==> src/rtl/alu_issue_unit.sv <==
// Four-state decode/issue sequencer between fetch and the register file: decodes one
// RV32I ALU/BEQ instruction, drives the shared 32-bit ALU, then writes back or resolves the branch.
module alu_issue_unit #(
    parameter int XLEN         = 32,
    parameter int RETIRE_CNT_W = 32
) (
    input  logic                    clk,
    input  logic                    rst_n,
    input  logic                    instr_valid,
    output logic                    instr_ready,
    input  logic [31:0]             instr,
    input  logic [XLEN-1:0]         instr_pc,
    output logic [4:0]              rs1_addr,
    output logic [4:0]              rs2_addr,
    input  logic [XLEN-1:0]         rs1_data,
    input  logic [XLEN-1:0]         rs2_data,
    output logic [XLEN-1:0]         alu_operand1,
    output logic [XLEN-1:0]         alu_operand2,
    output logic [2:0]              alu_op,
    input  logic [XLEN-1:0]         alu_result,
    output logic                    rd_we,
    output logic [4:0]              rd_addr,
    output logic [XLEN-1:0]         rd_data,
    output logic                    branch_valid,
    output logic                    branch_taken,
    output logic [XLEN-1:0]         branch_target,
    output logic                    illegal,
    output logic [RETIRE_CNT_W-1:0] retired
);

    typedef enum logic [1:0] {IDLE, DECODE, EXEC, WB} state_t;

    typedef enum logic [2:0] {
        ALU_ADD = 3'b000, ALU_SUB = 3'b001, ALU_AND = 3'b010, ALU_OR = 3'b011,
        ALU_XOR = 3'b100, ALU_LT  = 3'b101, ALU_GT  = 3'b110, ALU_EQ = 3'b111
    } alu_op_t;

    localparam logic [6:0] OPC_R = 7'b0110011;
    localparam logic [6:0] OPC_I = 7'b0010011;
    localparam logic [6:0] OPC_B = 7'b1100011;
    localparam logic [6:0] F7_ZERO = 7'b0000000;
    localparam logic [6:0] F7_ALT  = 7'b0100000;

    state_t            state;
    logic [31:0]       instr_q;
    logic [XLEN-1:0]   pc_q;
    logic [XLEN-1:0]   op1_q;
    logic [XLEN-1:0]   op2_q;
    alu_op_t           op_q;
    logic              branch_q;

    logic              dec_legal;
    logic              dec_use_imm;
    logic              dec_branch;
    alu_op_t           dec_op;
    logic [XLEN-1:0]   imm_i;
    logic [XLEN-1:0]   imm_b;
    logic              rd_is_zero;

    assign imm_i = {{(XLEN-12){instr_q[31]}}, instr_q[31:20]};
    assign imm_b = {{(XLEN-12){instr_q[31]}}, instr_q[7], instr_q[30:25], instr_q[11:8], 1'b0};
    assign rd_is_zero = (instr_q[11:7] == 5'd0);

    // NOTE: every always_comb output gets a default first so no path leaves it unassigned,
    // which would otherwise infer a latch.
    always_comb begin
        dec_legal   = 1'b0;
        dec_use_imm = 1'b0;
        dec_branch  = 1'b0;
        dec_op      = ALU_ADD;
        case (instr_q[6:0])
            OPC_R: begin
                case (instr_q[14:12])
                    3'b000: begin
                        dec_legal = (instr_q[31:25] == F7_ZERO) || (instr_q[31:25] == F7_ALT);
                        dec_op    = (instr_q[31:25] == F7_ALT) ? ALU_SUB : ALU_ADD;
                    end
                    3'b111:  begin dec_legal = (instr_q[31:25] == F7_ZERO); dec_op = ALU_AND; end
                    3'b110:  begin dec_legal = (instr_q[31:25] == F7_ZERO); dec_op = ALU_OR;  end
                    3'b100:  begin dec_legal = (instr_q[31:25] == F7_ZERO); dec_op = ALU_XOR; end
                    3'b010:  begin dec_legal = (instr_q[31:25] == F7_ZERO); dec_op = ALU_LT;  end
                    default: dec_legal = 1'b0;
                endcase
            end
            OPC_I: begin
                dec_use_imm = 1'b1;
                case (instr_q[14:12])
                    3'b000:  begin dec_legal = 1'b1; dec_op = ALU_ADD; end
                    3'b111:  begin dec_legal = 1'b1; dec_op = ALU_AND; end
                    3'b110:  begin dec_legal = 1'b1; dec_op = ALU_OR;  end
                    3'b100:  begin dec_legal = 1'b1; dec_op = ALU_XOR; end
                    3'b010:  begin dec_legal = 1'b1; dec_op = ALU_LT;  end
                    default: dec_legal = 1'b0;
                endcase
            end
            OPC_B: begin
                dec_legal  = (instr_q[14:12] == 3'b000);
                dec_branch = 1'b1;
                dec_op     = ALU_EQ;
            end
            default: dec_legal = 1'b0;
        endcase
    end

    // Read ports are addressed only while decoding so the register file sees a quiet bus otherwise.
    assign instr_ready  = (state == IDLE);
    assign rs1_addr     = (state == DECODE) ? instr_q[19:15] : 5'd0;
    assign rs2_addr     = (state == DECODE) ? instr_q[24:20] : 5'd0;
    assign alu_operand1 = op1_q;
    assign alu_operand2 = op2_q;
    assign alu_op       = op_q;

    // NOTE: sequential state uses non-blocking assignments so every register samples
    // pre-edge values regardless of statement order.
    always_ff @(posedge clk or negedge rst_n) begin
        if (!rst_n) begin
            state         <= IDLE;
            instr_q       <= '0;
            pc_q          <= '0;
            op1_q         <= '0;
            op2_q         <= '0;
            op_q          <= ALU_ADD;
            branch_q      <= 1'b0;
            rd_we         <= 1'b0;
            rd_addr       <= '0;
            rd_data       <= '0;
            branch_valid  <= 1'b0;
            branch_taken  <= 1'b0;
            branch_target <= '0;
            illegal       <= 1'b0;
            retired       <= '0;
        end else begin
            // WB outputs live for exactly the one WB cycle.
            rd_we         <= 1'b0;
            rd_addr       <= '0;
            rd_data       <= '0;
            branch_valid  <= 1'b0;
            branch_taken  <= 1'b0;
            branch_target <= '0;
            illegal       <= 1'b0;
            case (state)
                IDLE: begin
                    if (instr_valid) begin
                        instr_q <= instr;
                        pc_q    <= instr_pc;
                        state   <= DECODE;
                    end
                end
                DECODE: begin
                    if (dec_legal) begin
                        op1_q    <= rs1_data;
                        op2_q    <= dec_use_imm ? imm_i : rs2_data;
                        op_q     <= dec_op;
                        branch_q <= dec_branch;
                        state    <= EXEC;
                    end else begin
                        illegal <= 1'b1;
                        state   <= WB;
                    end
                end
                EXEC: begin
                    if (branch_q) begin
                        branch_valid  <= 1'b1;
                        branch_taken  <= alu_result[0];
                        branch_target <= pc_q + imm_b;
                    end else begin
                        rd_we   <= !rd_is_zero;
                        rd_addr <= instr_q[11:7];
                        rd_data <= alu_result;
                    end
                    state <= WB;
                end
                WB: begin
                    if (!illegal) begin
                        retired <= retired + RETIRE_CNT_W'(1);
                    end
                    state <= IDLE;
                end
                default: state <= IDLE;
            endcase
        end
    end

endmodule
==> config.mk <==
export PLATFORM = sky130hd
export DESIGN_NAME = alu_issue_unit
export DESIGN_NICKNAME = d
export VERILOG_FILES = /design/src/rtl/alu_issue_unit.sv
export SDC_FILE = /design/constraint.sdc
export NUM_CORES = 1
export LEC_CHECK = 0
export ABC_AREA = 0
export BUFFER_PORTS_ARGS = -buffer_cell sky130_fd_sc_hd__buf_2
export CORE_UTILIZATION = 25
export CTS_BUF_LIST = sky130_fd_sc_hd__clkbuf_16
export DETAILED_ROUTE_END_ITERATION = 7
export SETUP_SLACK_MARGIN = 0.4
export SLEW_MARGIN = 20
export SYNTH_ARGS = -nofsm -noshare
export SYNTH_HDL_FRONTEND = slang
export SYNTH_SLANG_ARGS = --single-unit
==> constraint.sdc <==
create_clock -name clk -period 4.7 [get_ports clk]
set_input_delay 0.705 -clock clk [delete_from_list [all_inputs] [get_ports clk]]
set_output_delay 0.705 -clock clk [all_outputs]
set_load 0.03 [all_outputs]
==> run_results.csv <==
group,metric,value,unit
worst_setup_path,startpoint,"instr_q[31]$_DFFE_PN0P_",
synthesis,synth_edf_count,0,
synthesis,synthFlopType,"dfrtp_1",
route,wl_per_cell,17.16,um
placed_design,gp_congestion,0.8373,
cts,postCtsSetupBuffers,0,
worst_setup_path,critPathRequiredTime,5.14,ns
worst_setup_path,critPathLaunchType,"flip-flop",
synthesis,syn_area,10770,sq um
grt,grt_pass1_vias,8268,
route,drt_iter0_drc,622,
grt,grt_util_all_layers,14.08,%
synthesis,yosys_warnings,0,
final_layout,register_area,5981,sq um
cts,cts_buffers,28,
sta,hold_violations,0,
worst_setup_path,crit_arrival,3.43,ns
sta,period_needed,2.995,ns
grt,grt_pass1_wl,48040,um
sta,layout_setup_ws,1.705,ns
sta,skew,0.02430,ns
grt,grtUsageMet1,18.08,%
final_layout,drive_gt1_share,39.80,%
pwr,worst_ir_drop_vdd,0.0002789,V
flow_run,maxCapViolCount,0,
worst_setup_path,crit_fanout,89,
worst_setup_path,critPathMaxStageDelay,0.59,ns
synthesis,netlist.area_leader.share,55.52,%
route,remaining_drc_errors,0,
placed_design,place_ws,1.684,ns
cts,cts.sink_count,239,
final_layout,multiInputGateArea,4579,sq um
sta,setup-violations-final,0,
synthesis,synth.net_count,1123,
floorplanning,rows,75,
final_layout,nets,1462,
worst_setup_path,cp_common_cell,"buf_4",
sta,tightestPinTransition,1.012,ns
floorplanning,die_h,209.6,um
cts,cts_buffer_depth,3,
route,finalWirelength,31310,um
placed_design,hpwlAfterDp,22680,um
grt,overflow,0,
final_layout,area_delta_synth_final,30.57,%
route,vias,8275,
worst_setup_path,rrSetupSlack,1.71,ns
cts,post_cts_resized,0,
synthesis,netlist_top_cells_count,"dfrtp_1, nand2_1, mux2_2",
cts,htree_levels,1,
sta,tns,0,ns
final_layout,fin_util,33.31,%
route,first_pass_iters,4,
floorplanning,core_area,42230,sq um
cts,path_clk_slew,0.06,ns
synthesis,synth_seq_cells,239,
synthesis,async_reset_ff_share,100.0,%
grt,busiest_layer,"met2",
worst_setup_path,endpoint_kind,"flip-flop",
route,ant_nets,0,
synthesis,ys_seq_area_share,55.52,%
floorplanning,initial_core_util,25.51,%
synthesis,yosysTopAreaCell,"dfrtp_1",
route,viasPerCell,4.534,
floorplanning,ios,346,
placed_design,port-buffer-count,345,
grt,antenna_found_initial,13,
floorplanning,die_w,209.6,um
run_status,status,"completed",
synthesis,synthCells,924,
final_layout,fillers,4282,
worst_setup_path,r2r-start,"instr_q[31]$_DFFE_PN0P_",
synthesis,synth_area_leaders,"dfrtp_1, mux2_2, ha_1, nand2_1, and2_1",
pwr,p_leak,0.007071,uW
cts,worstSkewPairLatency,0.57,ns
worst_setup_path,path_cells,"buf_4 -> or4b_1 -> nor4_2 -> a22oi_1 -> nand2b_4 -> buf_4 -> mux2_4",
sta,slew_headroom,32.52,%
synthesis,yosysMostFrequentCell,"dfrtp_1",
synthesis,synth_cell_types,65,
synthesis,syn_avg_cell_area,11.66,sq um
sta,slew_violations,0,
cts,cts_hold_buf,0,
worst_setup_path,setup.worst_path.class,"flip-flop to flip-flop",
worst_setup_path,crit_family,"simple AND/OR/NAND/NOR gates",
floorplanning,dieArea,43930,sq um
grt,met2_usage,22.70,%
sta,fmax,333.9,MHz
worst_setup_path,slowest_stage,"nand2b_4",
worst_setup_path,path_buf_inv,2,
sta,period_share,63.71,%
pwr,power_density,685.2,nW/um^2
grt,grt_max_degree,132,
min_path,worstHoldPathType,"primary input to async pin",
sta,rsz0062_at_grt,"false",
cts,tritoncts,"done",
cts,cts_root_buf,"clkbuf_16",
grt,grtUsageMet3,4.459,%
-- stage by stage --
stage                     area, sq um  total power, uW  std cells  hold WS, ns
after floorplan                 10770             6161        924       0.4094
after detailed placement        13070             7415       1771       0.4676
final                           14070             9638       1825      0.04090
after global routing            14060            10340       1823      0.05762
after CTS                       14030             9753       1822       0.3041
after global placement          13070             7341       1771       0.4595
-- flip-flops by register name (all words and copies together) (netlist names), 3 cells and up --
name           count
alu_operand2      32
retired           32
rd_data           32
alu_operand1      32
pc_q              32
branch_target     32
rd_addr            5
alu_op             3
instr_q           32
-- power breakdown --
| part | switching (uW) | internal, uW |
|---|---|---|
| sequential | 399 | 2630 |
| clock | 906 | 1360 |
| combinational | 2630 | 1710 |
-- worst register-to-register path: cells and delay by family (launching register included) --
kind,cells,cell delay (ns)
AOI/OAI and AO/OA,1,0.14
DFF,1,0.35
muxes,1,0.33
and+or+nand+nor,3,1.33
buffers and inverters,2,0.72
-- cells by family after synthesis --
group / after synthesis / synth area share, %
DFF: 239 / 55.52
muxes: 108 / 11.79
and+or+nand+nor: 272 / 12.89
adders and majority gates: 36 / 4.251
AOI/OAI and AO/OA: 163 / 9.129
buffers and inverters: 53 / 2.114
xor gates and xnor gates: 53 / 4.309
-- area by class of cell --
class | count | share of cell area (%)
multi-input combinational | 632 | 32.56
tap | 539 | 4.795
clock inverter | 23 | 1.841
clock buffer | 28 | 4.981
timing repair buffer | 354 | 13.06
sequential | 239 | 42.52
antenna | 2 | 0.03558
inverter | 8 | 0.2135
-- worst paths after layout --
kind	end	cells past startpoint
min in group clk	rd_data[13]$_DFF_PN0_	2
setup / recovery	alu_operand1[26]$_DFFE_PN0P_	7
hold reg to reg	alu_operand2[29]$_DFFE_PN0P_	2
hold / removal	instr_q[18]$_DFFE_PN0P_	1
setup reg to reg	alu_operand1[26]$_DFFE_PN0P_	7
max in group asynchronous	retired[10]$_DFFE_PN0P_	3
-- layer usage --
| layer | vias to the layer above | wire (um) |
|---|---|---|
| li1 | 3927 | - |
| met1 | 3984 | 13780 |
| met2 | 292 | 14190 |
| met3 | 56 | 2375 |
| met4 | 16 | 859 |
| met5 | - | 106 |
-- cell usage in the layout, fill, tap and decap left out, types with 3 or more instances in the layout --
cell	count
a211o_1	4
a21o_1	6
a21oi_1	53
a31oi_1	4
a41oi_1	3
and2_1	49
and3_1	12
and4_1	3
buf_2	344
buf_4	7
bufinv_16	5
clkbuf_16	28
clkinv_1	6
clkinv_2	3
clkinvlp_4	4
dfrtp_1	239
ha_1	35
inv_1	10
mux2_2	79
mux2_4	18
mux2i_1	11
nand2_1	84
nand2b_1	4
nand3_1	17
nand4_1	18
nor2_1	43
nor2b_1	4
nor3_1	12
o211ai_1	7
o21a_1	7
o21ai_0	57
o31ai_1	3
or2_2	4
or3_1	5
xnor2_1	33
xor2_1	20
Note: power is estimated with default switching activity, not from simulation.
